File: src/rtl/pixel_stream_pkg.sv
// Shared pixel-stream constants: tuser bit positions and the lane-counter
// width helper. Used by the burst packer and by the burst-to-pixel
// sequentializer, so both ends of the chain agree on flag positions.
package pixel_stream_pkg;

    // tuser bit positions on the pixel and burst buses
    localparam int TUSER_FS = 0;   // frame start
    localparam int TUSER_LE = 2;   // line end
    localparam int TUSER_FE = 3;   // frame end

    // Width of a counter that indexes PPB lanes (at least one bit).
    function automatic int lane_cnt_width(input int ppb);
        return (ppb > 1) ? $clog2(ppb) : 1;
    endfunction

endpackage

File: src/rtl/burst_packer_if.sv
// AXI-Stream style bus bundle (valid/ready/data/user).
// Handshake: a beat transfers on a rising clk edge where tvalid && tready.
// The master holds tdata/tuser stable while tvalid is high and tready is
// low; tvalid never depends on tready; tready may depend on tvalid.
// Ports:
//   tvalid  master -> slave   beat valid
//   tready  slave  -> master  beat accepted
//   tdata   master -> slave   DATA_W payload
//   tuser   master -> slave   USER_W sideband flags
interface burst_packer_if #(
    parameter int DATA_W = 16,
    parameter int USER_W = 4
);
    logic              tvalid;
    logic              tready;
    logic [DATA_W-1:0] tdata;
    logic [USER_W-1:0] tuser;

    modport master (output tvalid, output tdata, output tuser, input tready);
    modport slave  (input tvalid, input tdata, input tuser, output tready);
endinterface

File: src/rtl/burst_packer.sv
// burst_packer: packs one-pixel-per-beat stream into PIXELS_PER_BURST-wide
// bursts. Pixel i of a burst sits at bits [(i+1)*W-1 : i*W].
// Ports:
//   clk             rising-edge clock
//   s_axis_resetn   asynchronous active-low reset
//   s_axis          pixel input bus (slave), tuser[0]=FS [2]=LE [3]=FE
//   m_axis          burst output bus (master), tuser[1] always 0
//   err_short_line  sticky: a burst completed on a line/frame end before
//                   its last lane
//   err_resync      sticky: frame start arrived with a partial burst pending
//   cnt_row         current input line (debug)
module burst_packer
    import pixel_stream_pkg::*;
#(
    parameter int PIXEL_BIT_WIDTH  = 16,
    parameter int PIXELS_PER_BURST = 16,
    parameter int USER_WIDTH       = 4,
    parameter int IN_COLS          = 160,
    parameter int IN_ROWS          = 100
) (
    input  logic                       clk,
    input  logic                       s_axis_resetn,
    burst_packer_if.slave              s_axis,
    burst_packer_if.master             m_axis,
    output logic                       err_short_line,
    output logic                       err_resync,
    output logic [$clog2(IN_ROWS)-1:0] cnt_row
);

    localparam int LANE_W  = lane_cnt_width(PIXELS_PER_BURST);
    localparam int BURST_W = PIXEL_BIT_WIDTH * PIXELS_PER_BURST;
    localparam int ROW_W   = $clog2(IN_ROWS);
    localparam logic [LANE_W-1:0]     LAST_LANE = LANE_W'(PIXELS_PER_BURST - 1);
    localparam logic [ROW_W-1:0]      LAST_ROW  = ROW_W'(IN_ROWS - 1);
    localparam logic [USER_WIDTH-1:0] USER_MASK =
        USER_WIDTH'((1 << TUSER_FS) | (1 << TUSER_LE) | (1 << TUSER_FE));

    // Elaboration-time parameter sanity
    if (PIXELS_PER_BURST < 2 || (PIXELS_PER_BURST & (PIXELS_PER_BURST - 1)) != 0) begin : g_bad_ppb
        $error("PIXELS_PER_BURST must be a power of two >= 2");
    end
    if (IN_COLS % PIXELS_PER_BURST != 0) begin : g_bad_cols
        $error("IN_COLS must be a multiple of PIXELS_PER_BURST");
    end
    if (USER_WIDTH < 4) begin : g_bad_user
        $error("USER_WIDTH must be at least 4");
    end

    // Assembly stage
    logic [LANE_W-1:0]     r_lane_cnt;
    logic [BURST_W-1:0]    r_burst;
    logic [USER_WIDTH-1:0] r_user;
    // Output register
    logic                  r_m_valid;
    logic [BURST_W-1:0]    r_m_data;
    logic [USER_WIDTH-1:0] r_m_user;
    // Status
    logic                  r_err_short;
    logic                  r_err_resync;
    logic [ROW_W-1:0]      r_cnt_row;

    logic [USER_WIDTH-1:0] w_in_user;
    logic                  w_fs;
    logic                  w_le;
    logic                  w_fe;
    logic                  w_resync;
    logic [LANE_W-1:0]     w_lane;
    logic                  w_completing;
    logic                  w_short;
    logic                  w_accept;
    logic [BURST_W-1:0]    w_burst_next;
    logic [USER_WIDTH-1:0] w_user_next;
    logic [ROW_W-1:0]      w_row_base;

    // tuser[1] is not carried through to the burst
    assign w_in_user = s_axis.tuser & USER_MASK;
    assign w_fs      = w_in_user[TUSER_FS];
    assign w_le      = w_in_user[TUSER_LE];
    assign w_fe      = w_in_user[TUSER_FE];

    // A frame start on a non-zero lane throws away the partial burst and
    // restarts assembly at lane 0 with this pixel.
    assign w_resync     = w_fs && (r_lane_cnt != '0);
    assign w_lane       = w_resync ? '0 : r_lane_cnt;
    assign w_completing = s_axis.tvalid && ((w_lane == LAST_LANE) || w_le || w_fe);
    assign w_short      = w_completing && (w_lane != LAST_LANE);

    // Only a completing beat needs the output register; it may go ahead when
    // the register is empty or is being drained this same cycle.
    assign s_axis.tready = s_axis_resetn && (!w_completing || !r_m_valid || m_axis.tready);
    assign w_accept      = s_axis.tvalid && s_axis.tready;

    assign w_row_base = w_fs ? '0 : r_cnt_row;

    always_comb begin
        // Assembly clears after each completion, so unwritten lanes stay zero.
        w_burst_next = w_resync ? '0 : r_burst;
        w_burst_next[int'(w_lane) * PIXEL_BIT_WIDTH +: PIXEL_BIT_WIDTH] = s_axis.tdata;
        w_user_next  = (w_resync ? '0 : r_user) | w_in_user;
    end

    always_ff @(posedge clk or negedge s_axis_resetn) begin
        if (!s_axis_resetn) begin
            r_lane_cnt   <= '0;
            r_burst      <= '0;
            r_user       <= '0;
            r_m_valid    <= 1'b0;
            r_m_data     <= '0;
            r_m_user     <= '0;
            r_err_short  <= 1'b0;
            r_err_resync <= 1'b0;
            r_cnt_row    <= '0;
        end else begin
            if (r_m_valid && m_axis.tready) begin
                r_m_valid <= 1'b0;
            end
            if (w_accept) begin
                if (w_completing) begin
                    // Overrides the drain above: back-to-back reload
                    r_m_valid  <= 1'b1;
                    r_m_data   <= w_burst_next;
                    r_m_user   <= w_user_next;
                    r_lane_cnt <= '0;
                    r_burst    <= '0;
                    r_user     <= '0;
                end else begin
                    r_lane_cnt <= w_lane + LANE_W'(1);
                    r_burst    <= w_burst_next;
                    r_user     <= w_user_next;
                end

                // A frame start clears the sticky flags unless this very
                // pixel raises them again.
                if (w_fs) begin
                    r_err_short  <= w_short;
                    r_err_resync <= w_resync;
                end else if (w_short) begin
                    r_err_short  <= 1'b1;
                end

                if (w_le) begin
                    r_cnt_row <= (w_row_base == LAST_ROW) ? '0 : w_row_base + ROW_W'(1);
                end else if (w_fs) begin
                    r_cnt_row <= '0;
                end
            end
        end
    end

    assign m_axis.tvalid  = r_m_valid;
    assign m_axis.tdata   = r_m_data;
    assign m_axis.tuser   = r_m_user;
    assign err_short_line = r_err_short;
    assign err_resync     = r_err_resync;
    assign cnt_row        = r_cnt_row;

endmodule

File: src/flat_wrapper.sv
// flat-port wrapper written by rule: the top's interface ports become plain ports
module burst_packer_flat import pixel_stream_pkg::*;
#(
    parameter int PIXEL_BIT_WIDTH  = 16,
    parameter int PIXELS_PER_BURST = 16,
    parameter int USER_WIDTH       = 4,
    parameter int IN_COLS          = 160,
    parameter int IN_ROWS          = 100
)
  (clk, s_axis_resetn, err_short_line, err_resync, cnt_row, s_axis_tvalid, s_axis_tdata, s_axis_tuser, s_axis_tready, m_axis_tvalid, m_axis_tdata, m_axis_tuser, m_axis_tready);
  burst_packer_if #(.DATA_W((16)), .USER_W((4))) s_axis_i ();
  burst_packer_if #(.DATA_W(((16) * (16))), .USER_W((4))) m_axis_i ();
  input  logic clk;
  input  logic s_axis_resetn;
  output logic err_short_line;
  output logic err_resync;
  output logic [$clog2(IN_ROWS)-1:0] cnt_row;
  input wire logic [$bits(s_axis_i.tvalid)-1:0] s_axis_tvalid;
  input wire logic [$bits(s_axis_i.tdata)-1:0] s_axis_tdata;
  input wire logic [$bits(s_axis_i.tuser)-1:0] s_axis_tuser;
  output wire logic [$bits(s_axis_i.tready)-1:0] s_axis_tready;
  output wire logic [$bits(m_axis_i.tvalid)-1:0] m_axis_tvalid;
  output wire logic [$bits(m_axis_i.tdata)-1:0] m_axis_tdata;
  output wire logic [$bits(m_axis_i.tuser)-1:0] m_axis_tuser;
  input wire logic [$bits(m_axis_i.tready)-1:0] m_axis_tready;
  assign s_axis_i.tvalid = s_axis_tvalid;
  assign s_axis_i.tdata = s_axis_tdata;
  assign s_axis_i.tuser = s_axis_tuser;
  assign s_axis_tready = s_axis_i.tready;
  assign m_axis_tvalid = m_axis_i.tvalid;
  assign m_axis_tdata = m_axis_i.tdata;
  assign m_axis_tuser = m_axis_i.tuser;
  assign m_axis_i.tready = m_axis_tready;
  burst_packer #(.PIXEL_BIT_WIDTH(PIXEL_BIT_WIDTH), .PIXELS_PER_BURST(PIXELS_PER_BURST), .USER_WIDTH(USER_WIDTH), .IN_COLS(IN_COLS), .IN_ROWS(IN_ROWS)) u_core (.clk(clk), .s_axis_resetn(s_axis_resetn), .s_axis(s_axis_i), .m_axis(m_axis_i), .err_short_line(err_short_line), .err_resync(err_resync), .cnt_row(cnt_row));
endmodule
File: config.mk
export PLATFORM = sky130hd
export DESIGN_NAME = burst_packer_flat
export DESIGN_NICKNAME = d
export VERILOG_FILES = /design/src/rtl/pixel_stream_pkg.sv /design/src/rtl/burst_packer_if.sv /design/src/rtl/burst_packer.sv /design/src/flat_wrapper.sv
export SDC_FILE = /design/constraint.sdc
export NUM_CORES = 1
export LEC_CHECK = 0
export ABC_AREA = 1
export CORE_AREA = 3 3 220 222
export CTS_CLUSTER_SIZE = 8
export DETAILED_ROUTE_END_ITERATION = 10
export DIE_AREA = 0 0 223 225
export GPL_TIMING_DRIVEN = 0
export MAX_ROUTING_LAYER = met4
export PLACE_DENSITY_LB_ADDON = 0.08
export RECOVER_POWER = 25
export SLEW_MARGIN = 0
export SYNTH_ARGS = -nofsm -noshare
export SYNTH_HDL_FRONTEND = slang
export SYNTH_SLANG_ARGS = --single-unit
File: constraint.sdc
create_clock -name clk -period 3 [get_ports clk]
set_input_delay 0.3 -clock clk [delete_from_list [all_inputs] [get_ports clk]]
set_output_delay 0.3 -clock clk [all_outputs]
set_load 0.02 [all_outputs]
After elaboration in Yosys (flattened, before gate mapping)
Cells that the tools add are included.
- flip-flop bits (word level): 534
- input bits: 24
- output and inout port bits: 271
- word-level logic and storage cells: 50
- add/sub/neg operators: 3
- equality and inequality tests: 3
- shift-type cells: 2
- multiplexer cells: 15
- bitwise operators: 1
- reductions and logical operators: 17
- operators by type and width (operator ; number):
    $mux W256 ; 2
    $bwmux W256 ; 1
    $shift A16 B33 Y256 const A ; 1
    $shiftx A16 B33 Y256 ; 1
    $neg A8 Y33 ; 1
    $mux W7 ; 3
    $mux W4 ; 4
    $add A7 B1 Y7 const B ; 1
    $eq A7 B7 Y1 const B ; 1
    $logic_and A1 B1 Y1 ; 6
    $reduce_and A2 Y1 ; 3
    $mux W1 ; 5
    $add A4 B1 Y4 const B ; 1
    $eq A4 B4 Y1 const B ; 1
    $logic_or A1 B1 Y1 ; 4
    $ne A4 B4 Y1 const B ; 1
    $or A4 B4 Y4 ; 1
    $reduce_bool A4 Y1 ; 1
    $logic_not A1 Y1 ; 2
    $reduce_bool A2 Y1 ; 1

Depth between registers and ports, before layout
Gate-level depths: netlist of run 1.
- word-level depth: 13
- depth in mapped cells: 17
- mapped depth without buffers: 14

Worst setup path after synthesis of run 1
No wires, ideal clock.
- path type: in2reg
- start: in s_axis_tuser[0]
- end: reg u_core.r_m_data[134] (netlist: u_core.m_axis.tdata[134])
- library setup time: 0.065 ns
- arrival: 2.642 ns
- required time: 2.935 ns
- slack: 0.293 ns
- stages: 17
- path buffers: 4
- cells stage by stage: buf_4 -> nor2_1 -> inv_1 -> clkbuf_1 -> ha_1 -> buf_2 -> inv_1 -> nor2_1 -> nand4_1 -> nor2_1 -> nand2_1 -> inv_2 -> buf_4 -> nand2_1 -> nand2_1 -> nand2_1 -> nand2_1
- word-level cells in the longest chain between the ends: 12
- elaborated cells between the ends (all ways): 17
- classes of those cells: add/sub (1); eq/ne (1); shift (2); mux (3); reduce/logical (10)
- RTL lines (item ; RTL line ; text):
    start, declared ; flat_wrapper.sv:20 ; input wire logic [$bits(s_axis_i.tuser)-1:0] s_axis_tuser;
    $logic_and A1 B1 Y1 * ; burst_packer.sv:83 ; assign w_resync = w_fs && (r_lane_cnt != '0);
    branches (longest 11 deep; another with $neg A8 Y33) ; - ;
    end signal, assigned ; burst_packer.sv:121 ; r_m_data <= w_burst_next;
    end, declared ; burst_packer.sv:55 ; logic [BURST_W-1:0] r_m_data;
Every way passes the cells marked *.
A chain may end at the register's enable or synchronous reset.

Worst setup path in the final report of run 1
- start: reg u_core.r_lane_cnt[0]
- end: reg u_core.r_m_data[214] (netlist: u_core.m_axis.tdata[214])
- word-level cells in the longest chain between the ends: 13
- elaborated cells between the ends (all ways): 18
- classes of those cells: add/sub (1); eq/ne (1); shift (2); mux (3); reduce/logical (11)
- RTL lines (item ; RTL line ; text):
    start, declared ; burst_packer.sv:50 ; logic [LANE_W-1:0] r_lane_cnt;
    start signal, assigned ; burst_packer.sv:127 ; r_lane_cnt <= w_lane + LANE_W'(1);
    branches (longest 13 deep; another with $neg A8 Y33) ; - ;
Parallel ways; which one is timed is not known.

==> results of run 1 <==
cell families after synthesis:
| logic type | share of synthesized area |
|---|---|
| compound gates | 0.00980 |
| fa+ha+maj | 0.00331 |
| buf+inv | 0.0743 |
| flops | 0.506 |
| simple gates | 0.407 |
state kept, by name, summed over array words and instances (netlist names):
signal and count:
u_core.cnt_row 7, u_core.err_resync 1, u_core.err_short_line 1, u_core.m_axis.tdata 256, u_core.m_axis.tuser 4, u_core.m_axis.tvalid 1, u_core.r_burst 256, u_core.r_lane_cnt 4
u_core.r_user 4
Yosys cell counts:
| master | count |
|---|---|
| nand2_2 | 5 |
| buf_1 | 16 |
| nand4_2 | 7 |
| ha_1 | 7 |
| or2_1 | 10 |
| a21oi_1 | 4 |
| o21ai_0 | 27 |
| dfrtp_1 | 534 |
| clkbuf_1 | 66 |
| nor2_1 | 284 |
| o21ai_1 | 15 |
| nand3_1 | 36 |
| buf_4 | 10 |
| nor3_1 | 6 |
| buf_6 | 4 |
| inv_4 | 1 |
| nand3b_1 | 15 |
| nand2_1 | 2238 |
| nand3_2 | 4 |
| nor2_4 | 6 |
| or2_2 | 4 |
| o21a_1 | 1 |
| nand4_1 | 100 |
| o22ai_1 | 2 |
| inv_1 | 237 |
| inv_2 | 5 |
| and3_1 | 1 |
| buf_2 | 124 |
| nor2_2 | 2 |
| nand2_4 | 1 |
| a21oi_2 | 1 |
through the flow:
stage | TNS [ns] | hold slack, ns | cell area [sq um]
final | 0 | 0.118 | 32500
after global routing | -0.0398 | 0.134 | 32500
after CTS | 0 | 0.111 | 32400
after detailed placement | -152.51 | 0.146 | 30300
after global placement | - | 0.461 | 30100
after floorplan | 0 | 0.00441 | 26400
path summary, 6_finish.rpt:
kind | start | to | slack [ns] | cells after the start
max | u_core.r_lane_cnt[0] | u_core.m_axis.tdata[214] | 0.14 | 14
min | s_axis_resetn | u_core.r_burst[117] | 0.12 | 2
max reg2reg | u_core.r_lane_cnt[0] | u_core.m_axis.tdata[214] | 0.14 | 14
min reg2reg | u_core.m_axis.tdata[200] | u_core.m_axis.tdata[200] | 0.47 | 2
max in group asynchronous | s_axis_resetn | u_core.m_axis.tdata[42] | 0.54 | 4
min in group clk | s_axis_tuser[0] | u_core.m_axis.tuser[0] | 0.13 | 3
cell type report:
type                       count  share of cell area
clock inverter                 1            0.000270
inverter                     243              0.0283
sequential                   534               0.411
clock buffer                  81              0.0611
tap                          607              0.0234
timing repair buffer         304              0.0941
multi-input combinational   2776               0.347
antenna                       10            0.000771
buffer                       219              0.0335
power by group through the flow:
stage / registers, mW / logic, mW / clock network (mW)
finish: 7.35 / 1.83 / 7.61
global route: 7.36 / 1.95 / 7.96
CTS: 7.35 / 1.76 / 7.66
global placement: 7.49 / 1.70 / 0
floorplan: 7.53 / 0.873 / 0
detailed placement: 7.47 / 1.73 / 0
repair_timing:
action | in CTS | in global routing
cloned | 0 | 0
pin swaps | 1 | 3
endpoints found under the setup margin | 473 | 265
hold endpoints to repair | 249 | 0
hold buffers | 1 | 0
setup buffers | 3 | 3
gates resized for setup | 36 | 41
routing by layer:
layer  global-route usage  part of all wire  vias to the layer above
met1                0.481              0.42                    11838
met2                0.503              0.44                     1235
met4                0.147             0.039                        0
li1                     -                 -                    12085
met5                    -                 0                        -
met3               0.0776              0.11                      247
==> reports/results.txt, run 1 <==
Outcome: finished, violations left
Failing checks: capacitance limit, slew limit
Worst slew pin tran: 1.62 ns
Pwr Density: 517 nW/um^2
Root buf cell: clkbuf_16
TritonCTS Sinks: 534
H-tree depth: 3
Worst Setup End Kind: register
Cell count after synthesis: 3,773
Synth top area share: 0.506
Fin. max-slew vios: 185
Die Footprint: 50,200 sq um
Slowest cell on crit path: dfrtp_1
Yosys top cell by area: dfrtp_1
Max_cap viols: 2
CTS tree: built
Sequential-to-total area share from yosys stat: 0.506
Port-buffer cells: 292
WL final: 85,600 um
Vias: 25,405
Final worst slack: 0.139 ns
Die Ht: 225 um
Min Tclk post-route: 2.86 ns
Cell total after placement: 4,677
Data arrival, critical path: 3.35 ns
FF+latch area: 13,400 sq um
Die span in x: 223 um
Footprint of the multi-input gates: 11,300 sq um
Max Freq: 350 MHz
Layout area overhead: 22.9%
Layout cells sized above 1: 0.0748
CP peak stage delay: 0.36 ns
Hpwl dp: 61,100 um
Synth cell types: 31
Clk buf depth: 3
Sw Share: 0.266
Overall Power: 16.8 mW
Pre-antenna DRT Iters: 6
CP most frequent cell: nand2_1
Vias in the first global route: 23,955
Clk pwr share: 0.453
Syn_area_per_cell: 7.01 sq um
Critical path, cell by cell: inv_1 -> nor2_4 -> clkinvlp_4 -> buf_4 -> ha_1 -> inv_1 -> nand3_2 -> nand2_2 -> nand3_1 -> buf_2 -> nand2_1 -> nand2_1 -> nand2_1 -> nand2_1
Antenna violations before repair: 7
Rel. slew slack: -0.0824
I/O Pins: 295
Congestion Overflow GR: 0
Comb power frac: 0.109
Synthesized Nets: 3,804
Final Non-Filler Cells: 4,775
Final #Nets: 4,185
Most frequent cells in the layout: nand2_1 (2,237), dfrtp_1 (534), clkdlybuf4s50_1 (290), nor2_1 (253), inv_1 (236)
Iter 0 DRT Violations: 2,833
CP required: 3.49 ns
DRC viols: 0
Clk_skew: 0.0202 ns
Hold Violations, Final: 0
LEAKAGE: 17.6 nW
Final Core Density: 0.698
#FFs+latches synth: 534
Tot GR Track Use: 0.349
Filler instances: 3,924
Startpoint types: register
Seq pwr share: 0.438
Vias per cell: 5.32
Synthesized cell area: 26,400 sq um
WL per Instance: 17.9 um
WP buf/inv: 5
Crit path max fanout: 10
Most common library cell in the layout ignoring fill and taps: nand2_1
First-pass GRT wire length: 133,000 um
Peak supply drop: 0.000433 V
Placement-stage worst setup slack: -0.567 ns
Crit path kind: reg -> reg
Largest net degree at the start of global routing: 120
Final setup vio count: 0
Cts bufs inserted: 76
FP Rows: 79
Core area: 46,600 sq um
Initial Utilization: 0.568
RePlAce Congestion: 0.999
Clock Latency Late Sink: 0.61 ns
Post-DRT Antenna Nets: 0
Dominant cells by area after synthesis: dfrtp_1 (51%), nand2_1 (32%), nor2_1 (4.0%)
Syn. warnings: 0
Cell family with most CP delay: simple AND/OR/NAND/NOR gates
Internal cell power: 12.3 mW
Switch Pwr: 4.47 mW
Worst hold-check path type: in -> async
Crit share post-route: 0.954
Clk slew on worst S/H paths: 0.05 ns
Power figures use the tool's default switching activity.
==> inputs of run 2 (changes only) <==
CORE_AREA = 3 3 170 297   (was 3 3 220 222)
DIE_AREA = 0 0 173 300   (was 0 0 223 225)
==> run 2 against run 1 <==
The run still ends with capacitance limit, slew limit left. Sequential cell count stayed put. Utilization is 2.1 points lower. Global-route usage is 0.20 points lower. Clock skew is 0.0057 ns higher. First-iteration DRC count is 20% lower. Cell count is 1.2% higher. Critical path depth is 3 lower. Design area is 0.97% higher. Wire length is 5.1% higher. Clock-buffer cell count is 3 lower. Worst setup slack worse by 0.074 ns. Critical endpoint is now u_core.m_axis.tdata[115].
==> reports/results.txt, run 2 (synthesized netlist as in run 1, its figures left out) <==
Critical path, cell by cell: inv_1 -> nor2_4 -> clkinvlp_4 -> buf_4 -> buf_4 -> clkbuf_1 -> nor2_1 -> nand4_1 -> nand2_1 -> nand2_1 -> nand2_1
Sw Share: 0.272 (+0.00617)
Final setup vio count: 0 (unchanged)
Cell family with most CP delay: simple AND/OR/NAND/NOR gates
Clk slew on worst S/H paths: 0.06 ns (about the same)
Layout area overhead: 24.1%
Outcome: finished, violations left
Min Tclk post-route: 2.94 ns (+0.0739 ns)
Core area: 48,500 sq um (+4.1%)
Vias: 25,197 (-0.82%)
DRC viols: 0 (unchanged)
H-tree depth: 3 (unchanged)
Vias per cell: 5.22 (-2.0%)
Final Core Density: 0.677 (-0.0210)
Worst hold-check path type: in -> reg
WL per Instance: 18.6 um (+3.8%)
CP required: 3.53 ns (+0.04 ns)
Failing checks: capacitance limit, slew limit
Data arrival, critical path: 3.47 ns (+0.12 ns)
Fin. max-slew vios: 117 (-37%)
Final #Nets: 4,203 (+0.43%)
Vias in the first global route: 24,385 (+1.8%)
CP peak stage delay: 0.71 ns (+0.35 ns)
Peak supply drop: 0.000388 V (-10%)
Largest net degree at the start of global routing: 117 (-2.5%)
Clk pwr share: 0.452 (about the same)
Clk buf depth: 3 (unchanged)
Startpoint types: register
Congestion Overflow GR: 0 (unchanged)
Die Ht: 300 um (+33%)
Slowest cell on crit path: nor2_1
LEAKAGE: 17.7 nW (+0.77%)
Post-DRT Antenna Nets: 0 (unchanged)
Seq pwr share: 0.435 (-0.003)
Switch Pwr: 4.60 mW (+3.0%)
FP Rows: 107 (+35%)
Die span in x: 173 um (-22%)
WL final: 89,900 um (+5.1%)
Hold Violations, Final: 0 (unchanged)
Most frequent cells in the layout: nand2_1 (2,237), dfrtp_1 (534), clkdlybuf4s50_1 (290), nor2_1 (251), inv_1 (236)
First-pass GRT wire length: 137,000 um (+2.6%)
I/O Pins: 295 (unchanged)
Die Footprint: 51,900 sq um (+3.4%)
Hold slack: 0.142 ns (+0.0244 ns)
Setup TNS: 0 ns (unchanged)
CP most frequent cell: nand2_1
Diodes inserted: 0 (-10)
Cell total after placement: 4,724 (+1.0%)
Worst slew pin tran: 1.65 ns (+0.0239 ns)
RSZ-0062 raised after global routing: true
Clock Latency Late Sink: 0.61 ns (about the same)
Antenna violations before repair: 2 (-5)
Crit share post-route: 0.978 (+0.0246)
Max_cap viols: 1 (-1)
Cts bufs inserted: 76 (unchanged)
TritonCTS Sinks: 534 (unchanged)
Tot GR Track Use: 0.347 (-0.00200)
RePlAce Congestion: 1.02 (+1.7%)
Filler instances: 4,321 (+10%)
Root buf cell: clkbuf_16
Final Non-Filler Cells: 4,831 (+1.2%)
Rel. slew slack: -0.0983 (-0.0159)
Initial Utilization: 0.545 (-0.0224)
Most common library cell in the layout ignoring fill and taps: nand2_1
Max Freq: 341 MHz (-2.5%)
Clk_skew: 0.0259 ns (+0.00571 ns)
Crit path max fanout: 11 (+1)
Hpwl dp: 64,700 um (+6.0%)
Worst Setup End Kind: register
Iter 0 DRT Violations: 2,268 (-20%)
Internal cell power: 12.3 mW (-0.23%)
Comb power frac: 0.113 (+0.004)
CTS tree: built
Crit path kind: reg -> reg
Layout cells sized above 1: 0.0807 (+0.00588)
Port-buffer cells: 292 (unchanged)
WP buf/inv: 5 (unchanged)
Pre-antenna DRT Iters: 7 (+1)
Pwr Density: 515 nW/um^2 (-0.35%)
-- run 2: cell count changes in the layout (fill, tap and decap cells not counted), moves of 4 or more --
cell,delta
dlygate4sd3_1,+9
clkbuf_1,-9
clkbuf_2,+12
buf_2,-5
buf_6,+5
diode_2,-10
buf_4,+4
-- run 2: path summary, 6_finish.rpt --
path	startpoint	to	slack, ns	cells after the start
max	u_core.r_lane_cnt[0]	u_core.m_axis.tdata[115]	0.06	11
min	s_axis_tuser[0]	u_core.m_axis.tuser[0]	0.14	3
max reg2reg	u_core.r_lane_cnt[0]	u_core.m_axis.tdata[115]	0.06	11
min reg2reg	u_core.m_axis.tdata[197]	u_core.m_axis.tdata[197]	0.47	2
max in group asynchronous	s_axis_resetn	u_core.m_axis.tdata[82]	0.25	7
min in group asynchronous	s_axis_resetn	u_core.r_burst[233]	0.47	5
-- run 2: cell type report --
class / count / area [sq um] / area share
clock inverter: 5 / 58.8 / 0.00179
sequential: 534 / 13400 / 0.408
timing repair buffer: 323 / 3270 / 0.0997
tap: 654 / 818 / 0.0250
buffer: 218 / 1120 / 0.0343
clock buffer: 78 / 1940 / 0.0592
inverter: 243 / 921 / 0.0281
multi-input combinational: 2776 / 11300 / 0.344
-- run 2: timing repair --
item | CTS | global route
hold endpoints to repair | 235 | 179
resized for setup | 40 | 73
cloned | 0 | 1
pin swaps | 2 | 3
endpoints found under the setup margin | 526 | 469
setup buffers | 4 | 5
-- run 2: through the flow --
step	instance area [sq um]	setup slack [ns]	power, mW
5_1_grt	32800	-0.0620	17.4
3_3_place_gp	30200	-22.77	9.24
4_1_cts	32400	0.000278	16.9
2_1_floorplan	26400	0.293	8.41
3_5_place_dp	30300	-0.957	9.25
6_report	32800	0.0650	16.9
-- run 2: power groups by stage --
stage	sequential [mW]	combinational (mW)	clock (mW)
global placement	7.49	1.76	0
floorplan	7.53	0.873	0
finish	7.35	1.91	7.63
detailed placement	7.47	1.78	0
global route	7.36	2.03	7.98
CTS	7.35	1.81	7.70
-- run 2: worst min-delay path, stage by stage --
cell and delay (ns):
buf_4 0.18, nor2_1 0.12, o21ai_0 0.09
-- run 2: routing by layer --
| metal | share of wire | track usage | vias to the layer above |
|---|---|---|---|
| met5 | 0 | - | - |
| met4 | 0.085 | 0.227 | 0 |
| met3 | 0.060 | 0.0500 | 346 |
| met2 | 0.48 | 0.561 | 1018 |
| met1 | 0.38 | 0.407 | 11717 |
| li1 | - | - | 12116 |
